--- config.mk ---
export PLATFORM = sky130hd
export DESIGN_NAME = decoder_stage_pipe
export DESIGN_NICKNAME = d
export VERILOG_FILES = /design/src/rtl/decoder_stage_pipe.sv
export SDC_FILE = /design/constraint.sdc
export NUM_CORES = 2
export LEC_CHECK = 0
export CAP_MARGIN = 20
export CORE_ASPECT_RATIO = 1.1
export CORE_MARGIN = 2
export CORE_UTILIZATION = 45
export DETAILED_ROUTE_END_ITERATION = 7
export PLACE_DENSITY = 0.67
export SYNTH_ARGS = -nofsm -noshare
export SYNTH_HDL_FRONTEND = slang
export SYNTH_SLANG_ARGS = --single-unit
--- constraint.sdc ---
create_clock -name dp_clk -period 1.9 [get_ports dp_clk]
set_input_delay 0.38 -clock dp_clk [delete_from_list [all_inputs] [get_ports dp_clk]]
set_output_delay 0.38 -clock dp_clk [all_outputs]
set_load 0.03 [all_outputs]
--- src/rtl/decoder_stage_pipe.sv ---
// Decode stage of a five-stage MIPS-style pipeline. It holds the 32-entry register file,
// decodes the instruction into control bits, reads operands and extends the immediate. It
// also detects load-use hazards and registers the ID/EX slot.
//
// Parameters:
//   DWIDTH - datapath / register width (32 or 64)
//   BYPASS - nonzero: a same-cycle writeback is forwarded to the read ports
//   HAZARD - nonzero: load-use stall detection enabled
//
// Ports:
//   dp_clk, dp_rst            clock, asynchronous active-low reset
//   dp_i_valid, dp_i_instr    incoming instruction and its valid flag
//   dp_i_flush                discard the instruction currently in decode
//   dp_i_wb_en/addr/data      register-file write port from writeback
//   dp_o_stall                combinational load-use stall request to upstream
//   dp_o_valid ... dp_o_jaddr registered ID/EX slot contents
module decoder_stage_pipe #(
    parameter int unsigned DWIDTH = 32,
    parameter int unsigned BYPASS = 1,
    parameter int unsigned HAZARD = 1
) (
    input  logic              dp_clk,
    input  logic              dp_rst,
    input  logic              dp_i_valid,
    input  logic [31:0]       dp_i_instr,
    input  logic              dp_i_flush,
    input  logic              dp_i_wb_en,
    input  logic [4:0]        dp_i_wb_addr,
    input  logic [DWIDTH-1:0] dp_i_wb_data,
    output logic              dp_o_stall,
    output logic              dp_o_valid,
    output logic [7:0]        dp_o_ctrl,
    output logic [5:0]        dp_o_opcode,
    output logic [5:0]        dp_o_funct,
    output logic [4:0]        dp_o_addr_rs,
    output logic [4:0]        dp_o_addr_rt,
    output logic [4:0]        dp_o_addr_dst,
    output logic [DWIDTH-1:0] dp_o_data_rs,
    output logic [DWIDTH-1:0] dp_o_data_rt,
    output logic [DWIDTH-1:0] dp_o_imm,
    output logic [25:0]       dp_o_jaddr
);

    // Opcodes
    localparam logic [5:0] OpRType = 6'h00;
    localparam logic [5:0] OpJ     = 6'h02;
    localparam logic [5:0] OpJal   = 6'h03;
    localparam logic [5:0] OpBeq   = 6'h04;
    localparam logic [5:0] OpBne   = 6'h05;
    localparam logic [5:0] OpAddi  = 6'h08;
    localparam logic [5:0] OpSlti  = 6'h0A;
    localparam logic [5:0] OpAndi  = 6'h0C;
    localparam logic [5:0] OpOri   = 6'h0D;
    localparam logic [5:0] OpLw    = 6'h23;
    localparam logic [5:0] OpSw    = 6'h2B;
    localparam logic [5:0] FnJr    = 6'h08;

    // Control bit positions
    localparam int unsigned CRegWr    = 0;
    localparam int unsigned CMemWrite = 1;
    localparam int unsigned CMemToReg = 2;
    localparam int unsigned CAluSrc   = 3;
    localparam int unsigned CBranch   = 4;
    localparam int unsigned CJal      = 5;
    localparam int unsigned CJr       = 6;
    localparam int unsigned CJump     = 7;

    // ------------------------------------------------------------------------
    // Instruction fields
    // ------------------------------------------------------------------------
    logic [5:0] opcode;
    logic [5:0] funct;
    logic [4:0] rs_idx;
    logic [4:0] rt_idx;
    logic [4:0] rd_idx;

    assign opcode = dp_i_instr[31:26];
    assign funct  = dp_i_instr[5:0];
    assign rs_idx = dp_i_instr[25:21];
    assign rt_idx = dp_i_instr[20:16];
    assign rd_idx = dp_i_instr[15:11];

    // ------------------------------------------------------------------------
    // Register file; entry 0 is never written, so it always reads zero
    // ------------------------------------------------------------------------
    logic [DWIDTH-1:0] rf_q [32];
    logic              rf_we;

    assign rf_we = dp_i_wb_en && (dp_i_wb_addr != 5'd0);

    always_ff @(posedge dp_clk or negedge dp_rst) begin
        if (!dp_rst) begin
            for (int i = 0; i < 32; i++) begin
                rf_q[i] <= '0;
            end
        end else if (rf_we) begin
            rf_q[dp_i_wb_addr] <= dp_i_wb_data;
        end
    end

    logic [DWIDTH-1:0] rd_rs;
    logic [DWIDTH-1:0] rd_rt;

    always_comb begin
        rd_rs = '0;
        rd_rt = '0;
        if (rs_idx != 5'd0) begin
            if ((BYPASS != 0) && rf_we && (dp_i_wb_addr == rs_idx)) begin
                rd_rs = dp_i_wb_data;
            end else begin
                rd_rs = rf_q[rs_idx];
            end
        end
        if (rt_idx != 5'd0) begin
            if ((BYPASS != 0) && rf_we && (dp_i_wb_addr == rt_idx)) begin
                rd_rt = dp_i_wb_data;
            end else begin
                rd_rt = rf_q[rt_idx];
            end
        end
    end

    // ------------------------------------------------------------------------
    // Control decode
    // ------------------------------------------------------------------------
    logic [7:0] dec_ctrl;
    logic [4:0] dec_dst;

    always_comb begin
        dec_ctrl = '0;
        dec_dst  = '0;
        case (opcode)
            OpRType: begin
                if (funct == FnJr) begin
                    dec_ctrl[CJr] = 1'b1;
                end else begin
                    dec_ctrl[CRegWr] = 1'b1;
                    dec_dst          = rd_idx;
                end
            end
            OpLw: begin
                dec_ctrl[CRegWr]    = 1'b1;
                dec_ctrl[CMemToReg] = 1'b1;
                dec_ctrl[CAluSrc]   = 1'b1;
                dec_dst             = rt_idx;
            end
            OpSw: begin
                dec_ctrl[CMemWrite] = 1'b1;
                dec_ctrl[CAluSrc]   = 1'b1;
            end
            OpBeq, OpBne: begin
                dec_ctrl[CBranch] = 1'b1;
            end
            OpAddi, OpSlti, OpAndi, OpOri: begin
                dec_ctrl[CRegWr]  = 1'b1;
                dec_ctrl[CAluSrc] = 1'b1;
                dec_dst           = rt_idx;
            end
            OpJ: begin
                dec_ctrl[CJump] = 1'b1;
            end
            OpJal: begin
                dec_ctrl[CJal]   = 1'b1;
                dec_ctrl[CJump]  = 1'b1;
                dec_ctrl[CRegWr] = 1'b1;
                dec_dst          = 5'd31;
            end
            default: begin
                // Unknown opcode: NOP
                dec_ctrl = '0;
                dec_dst  = '0;
            end
        endcase
    end

    // Logical immediates zero-extend; everything else sign-extends
    logic [DWIDTH-1:0] dec_imm;

    always_comb begin
        if ((opcode == OpAndi) || (opcode == OpOri)) begin
            dec_imm = {{(DWIDTH-16){1'b0}}, dp_i_instr[15:0]};
        end else begin
            dec_imm = {{(DWIDTH-16){dp_i_instr[15]}}, dp_i_instr[15:0]};
        end
    end

    // ------------------------------------------------------------------------
    // Load-use hazard
    // ------------------------------------------------------------------------
    logic rs_used;
    logic rt_used;
    logic hazard;

    assign rs_used = !((opcode == OpJ) || (opcode == OpJal));
    assign rt_used = (opcode == OpRType) || (opcode == OpSw) ||
                     (opcode == OpBeq)   || (opcode == OpBne);

    // The producing load sits in ID/EX; a bubble behind it clears the hazard next cycle
    assign hazard = dp_i_valid && dp_o_valid && dp_o_ctrl[CMemToReg] &&
                    (dp_o_addr_dst != 5'd0) &&
                    ((rs_used && (dp_o_addr_dst == rs_idx)) ||
                     (rt_used && (dp_o_addr_dst == rt_idx)));

    // Flush wins over stall so the squashed instruction is not held upstream
    assign dp_o_stall = (HAZARD != 0) && hazard && !dp_i_flush;

    // ------------------------------------------------------------------------
    // ID/EX register
    // ------------------------------------------------------------------------
    logic              issue;
    logic              valid_d;
    logic [7:0]        ctrl_d;
    logic [5:0]        opcode_d;
    logic [5:0]        funct_d;
    logic [4:0]        rs_d;
    logic [4:0]        rt_d;
    logic [4:0]        dst_d;
    logic [DWIDTH-1:0] data_rs_d;
    logic [DWIDTH-1:0] data_rt_d;
    logic [DWIDTH-1:0] imm_d;
    logic [25:0]       jaddr_d;

    assign issue = dp_i_valid && !dp_i_flush && !dp_o_stall;

    // Bubbles load all-zero so downstream never sees stale fields
    always_comb begin
        valid_d   = 1'b0;
        ctrl_d    = '0;
        opcode_d  = '0;
        funct_d   = '0;
        rs_d      = '0;
        rt_d      = '0;
        dst_d     = '0;
        data_rs_d = '0;
        data_rt_d = '0;
        imm_d     = '0;
        jaddr_d   = '0;
        if (issue) begin
            valid_d   = 1'b1;
            ctrl_d    = dec_ctrl;
            opcode_d  = opcode;
            funct_d   = funct;
            rs_d      = rs_idx;
            rt_d      = rt_idx;
            dst_d     = dec_dst;
            data_rs_d = rd_rs;
            data_rt_d = rd_rt;
            imm_d     = dec_imm;
            jaddr_d   = dp_i_instr[25:0];
        end
    end

    always_ff @(posedge dp_clk or negedge dp_rst) begin
        if (!dp_rst) begin
            dp_o_valid    <= 1'b0;
            dp_o_ctrl     <= '0;
            dp_o_opcode   <= '0;
            dp_o_funct    <= '0;
            dp_o_addr_rs  <= '0;
            dp_o_addr_rt  <= '0;
            dp_o_addr_dst <= '0;
            dp_o_data_rs  <= '0;
            dp_o_data_rt  <= '0;
            dp_o_imm      <= '0;
            dp_o_jaddr    <= '0;
        end else begin
            dp_o_valid    <= valid_d;
            dp_o_ctrl     <= ctrl_d;
            dp_o_opcode   <= opcode_d;
            dp_o_funct    <= funct_d;
            dp_o_addr_rs  <= rs_d;
            dp_o_addr_rt  <= rt_d;
            dp_o_addr_dst <= dst_d;
            dp_o_data_rs  <= data_rs_d;
            dp_o_data_rt  <= data_rt_d;
            dp_o_imm      <= imm_d;
            dp_o_jaddr    <= jaddr_d;
        end
    end

endmodule

**Word level (Yosys, flattened, before mapping)**

Cells that the tools add are included.

- Bits in registers: 1,182
- Bits of input ports: 74
- Output and inout port bits: 159

- $lt $le $gt $ge: 4
- Equal/unequal tests: 15
- Mux-type cells: 37
- Bitwise operators: 3
- Reductions and logical operators: 32

Operators by type and width:

| cell | count |
|---|---|
| 1024-bit bitwise mux | 1 |
| 32-bit two-way mux | 13 |
| 32-bit binary-select mux with 5-bit select | 2 |
| 32-bit demux with 5-bit select | 1 |
| 6-bit by 4-bit equality test with 1-bit output, second input constant | 5 |
| 26-bit two-way mux | 1 |
| 5-bit equality test | 4 |
| 5-bit two-way mux | 4 |
| 5-bit nonzero test | 4 |
| 6-bit >= comparator, second input constant | 3 |
| 5-bit NOT with 6-bit output | 3 |
| 5-bit case mux with 3 select lines | 1 |
| 1-bit logical AND | 13 |
| 6-bit by 2-bit equality test with 1-bit output, second input constant | 2 |
| 6-bit by 3-bit equality test with 1-bit output, second input constant | 2 |
| 6-bit equality test, second input constant | 2 |
| 6-bit two-way mux | 2 |
| 6-bit OR reduction | 2 |
| 1-bit two-way mux | 10 |
| 8-bit two-way mux | 1 |
| 6-bit logical NOT | 1 |
| 1-bit logical OR | 6 |
| 6-bit by 1-bit < comparator with 1-bit output, second input constant | 1 |
| 5-bit OR reduction | 1 |
| other kinds (3) | 6 |

**Depth between registers and ports, before layout**

- Depth after elaboration: 11
- Mapped depth: 10
- Depth with buffers taken out: 6

**Worst setup path after synthesis**

Ideal clock, no wire load.

- Path type: reg2out
- Start: register dp_o_addr_dst[0]
- End: output dp_o_stall
- Data arrival time: 1,805 ps
- Setup slack: -285 ps
- Stages on the path, launching flop included: 5
- Buffers on the path: 0
- Cells stage by stage: dfrtp_1 > xnor2_1 > nand4_1 > or4_1 > a21oi_2

- Cells in the longest elaborated chain, start to end: 5

Ends and longest elaborated chain:

| what | RTL line | RTL |
|---|---|---|
| from (decl) | 37 | `output logic [4:0] dp_o_addr_dst,` |
| from (signal assigned) | 273 | `dp_o_addr_dst <= dst_d;` |
| 5-bit equality test (on tied branches) | 201, 202 |  |
| 1-bit logical AND (on tied branches) | 201, 202 |  |
| 1-bit logical OR | 201 | `((rs_used && (dp_o_addr_dst == rs_idx)) \|\|` |
| 1-bit logical AND * | 200 | `(dp_o_addr_dst != 5'd0) &&` |
| 1-bit logical AND * | 205 | `assign dp_o_stall = (HAZARD != 0) && hazard && !dp_i_flush;` |
| to (decl) | 30 | `output logic dp_o_stall,` |

Every way passes the cells marked *; elsewhere a longest branch is shown, timed or not.

**Final worst setup path**

Same ends and word-level chain as after synthesis.

==> impl_metrics.csv <==
group,metric,value,unit
floorplanning,ioPinCount,233,
worst_hold_path,min_from,"dp_i_instr[16]",
global_routing,grt_use_total,0.284,
sta,slew_violations,0,
sta,setup-tns-final,-22750,ps
synth,synthFlopType,"dfrtp_1",
sta,rsz0062_at_grt,"yes",
floorplanning,initial_core_util,0.453,
synth,postSynth.asyncResetShare,1.00,
detailed_routing,drt_iter0_drc,3507,
synth,synth.most_common_cell,"dfrtp_1",
sta,worst_pin_slew,758,ps
worst_setup_path,arrival,2470,ps
placement,io_buffers,232,
worst_setup_path,worst-r2r-setup-slack,-300,ps
pwr,p_comb_frac,0.207,
outcome,status,"complete, but fails checks",
synth,yosys.area.top_type,"dfrtp_1",
pwr,switching_share,0.271,
final_layout,fin_nets,4704,
worst_hold_path,hold_path.class,"primary input to flip-flop",
sta,hold_violations,0,
sta,setup_slack,-950,ps
clock_network,cts_tree,"done",
pwr,clock_power_share,0.349,
clock_network,clock_latency,770,ps
synth,synthTopCellsByCount,"dfrtp_1, mux2_2, mux4_2",
clock_network,cts-buffers-inserted,119,
sta,setup_violations,123,
pwr,total_leakage_power,31.9,nW
flow_run,drv_cap,0,
global_routing,grt_max_degree,106,
floorplanning,core_area,132000,sq um
pwr,pwr_density_cell,956,nW/um^2
pwr,intPower,0.0518,W
final_layout,areaGrowthSynthToFinish,24.1,%
worst_setup_path,critPathCaptureType,"output port",
floorplanning,rows,140,
clock_network,cts.clk_slew.worst_paths,60,ps
final_layout,drive_above_1_share,0.546,
synth,ys_warn_count,0,
floorplanning,die_x,352,um
synth,synth_top_family_by_area,"multiplexers",
clock_network,clk_path_buf_depth,3,
clock_network,cts.sinks,1135,
detailed_routing,via_per_inst,6.24,
sta,min_period,2850,ps
pwr,vdd_drop_max,0.860,mV
synth,synth_xor_xnor_area_share,0.00293,
worst_setup_path,reg2reg_from,"dp_o_addr_dst[0]$_DFF_PN0_",
placement,globalplace.congestion,0.885,
floorplanning,dieHeight,386,um
worst_setup_path,cp_max_fo,2,
synth,synth_area,59800,sq um
detailed_routing,final_antenna_net_count,0,
detailed_routing,wire_per_inst,29.5,um
outcome,violations,"negative setup slack",
synth,ys_ff_latch,1135,
worst_hold_path,worstHoldPathCells,4,
synth,post_synth.cell_area_avg,14.3,sq um
final_layout,fillers,10500,
pwr,switchingPower,0.0192,W
clock_network,root_buffer,"clkbuf_16",
sta,skew,23.3,ps
synth,synth_top_area_frac,0.475,
global_routing,overflow,0,
final_layout,finalNonFillerCells,6507,
synth,synth_compound_area_frac,0.0567,
sta,min_period_over_period,1.50,
detailed_routing,drt_pass1_iterations,5,
detailed_routing,post-route-drc-count,0,
sta,relSlewSlack,0.488,
synth,synthAdderAreaFrac,0,
floorplanning,die-area,136000,sq um
worst_hold_path,whs_endpoint,"dp_o_addr_dst[0]$_DFF_PN0_",
synth,synth_edf_count,0,
synth,synth_cells,4180,
global_routing,grt_pass1_wl,284,mm
placement,dp_cells,6250,
detailed_routing,vias,40600,
synth,synth_simple_gate_area_share,0.0535,
worst_setup_path,required,1520,ps
synth,ys_types,57,
synth,synth_nets,4254,
global_routing,grt_pass1_vias,42200,
pwr,pwr-share-seq,0.444,
clock_network,htreeDepth,3,
sta,hold_ws,90.8,ps
synth,synthMuxAreaShare,0.367,
synth,synth_area_leaders,"dfrtp_1, mux2_2, mux4_2",
placement,dp_hpwl,129,mm
worst_setup_path,critPathLaunchType,"flip-flop",
detailed_routing,wirelength,192,mm
worst_setup_path,reg2reg_to,"dp_o_data_rs[11]$_DFF_PN0_",
worst_setup_path,worstSetupPathType,"flip-flop to output port",
worst_setup_path,r2r_cells,11,
synth,seq_area_frac_synth,0.475,
global_routing,antenna_found_initial,3,
placement,post-place-ws,-1040,ps
sta,fmax,351,MHz
==> power groups by stage <==
stage | registers (W) | clock network [W] | logic, W
floorplan | 0.0309 | 0 | 0.0102
global placement | 0.0314 | 0 | 0.0142
detailed placement | 0.0318 | 0 | 0.0145
CTS | 0.0314 | 0.0251 | 0.0147
global route | 0.0320 | 0.0262 | 0.0157
finish | 0.0315 | 0.0248 | 0.0147
==> stage by stage <==
stage                util  area [sq um]  power [W]
finish              0.562         74300     0.0710
global route        0.561         74300     0.0739
CTS                 0.560         74000     0.0712
detailed placement  0.524         69200     0.0463
global placement    0.524         69200     0.0456
floorplan               -         60600     0.0411
==> timing repair <==
action	4_1_cts	5_1_grt
setup endpoints to repair	270	132
cloned	5	1
resized for setup	677	57
endpoints found under the hold margin	671	0
pin swaps	32	32
setup buffers	23	15
hold buffers	2	0
==> placed cells by master (no fill, tap or decap), types with 21 or more instances in the layout <==
cell type / count
mux4_2: 449
clkinv_2: 21
a211oi_2: 42
and2_1: 22
nor3_4: 22
o41ai_1: 62
buf_6: 44
and2_4: 41
clkbuf_8: 34
nor3_1: 34
nor2b_1: 159
mux2_1: 56
clkdlybuf4s50_1: 62
a22oi_1: 62
clkdlybuf4s15_2: 89
buf_4: 361
mux2_2: 939
dfrtp_1: 1127
mux2i_1: 67
nand2_1: 21
nor2_4: 34
clkbuf_16: 122
a211oi_1: 237
nor2_1: 134
buf_12: 222
buf_2: 34
==> cell families after synthesis <==
group | Yosys count
compound gates | 422
xor+xnor | 20
buf+inv | 519
flops | 1135
mux | 1511
simple gates | 573
==> state kept, by name, summed over array words and instances, names as in the netlist, 5 cells and up <==
signal	count
dp_o_opcode	6
rf_q	1024
dp_o_ctrl	8
dp_o_jaddr	25
dp_o_addr_dst	5
dp_o_data_rt	32
dp_o_data_rs	32
==> worst max path at each step <==
stage,to,slack [ps],start,depth (start not counted)
2_1_floorplan,dp_o_stall,-100,dp_i_instr[27],4
3_3_place_gp,dp_o_data_rs[29]$_DFF_PN0_,-980,dp_i_instr[27],8
3_5_place_dp,dp_o_data_rs[21]$_DFF_PN0_,-1040,dp_i_instr[27],8
4_1_cts,dp_o_stall,-970,dp_o_addr_dst[0]$_DFF_PN0_,6
5_1_grt,dp_o_stall,-990,dp_o_addr_dst[0]$_DFF_PN0_,6
6_report,dp_o_stall,-950,dp_o_addr_dst[0]$_DFF_PN0_,6
==> layer usage <==
metal,vias up,track usage,wire [um],part of all wire
li1,16800,-,-,-
met1,21800,0.382,77700,0.41
met2,1635,0.456,92600,0.48
met3,452,0.0478,13100,0.068
met4,2,0.118,8510,0.044
met5,-,0,13,0.000068
==> layout make-up <==
type	instances	area (sq um)	share of cell area
antenna	3	7.51	0.000101
timing repair buffer	845	9880	0.133
multi-input combinational	2526	29600	0.398
inverter	3	11.3	0.000152
clock inverter	45	582	0.00783
tap	1775	2220	0.0299
sequential	1135	28400	0.383
clock buffer	175	3570	0.0481
==> worst max-delay path: stages, from the launching register on <==
cell,delay (ps)
dfrtp_2,430
buf_6,130
xnor2_2,110
nand4_1,180
or4_4,570
a21oi_4,150
buf_6,150
(Power assumes the default switching activity.)
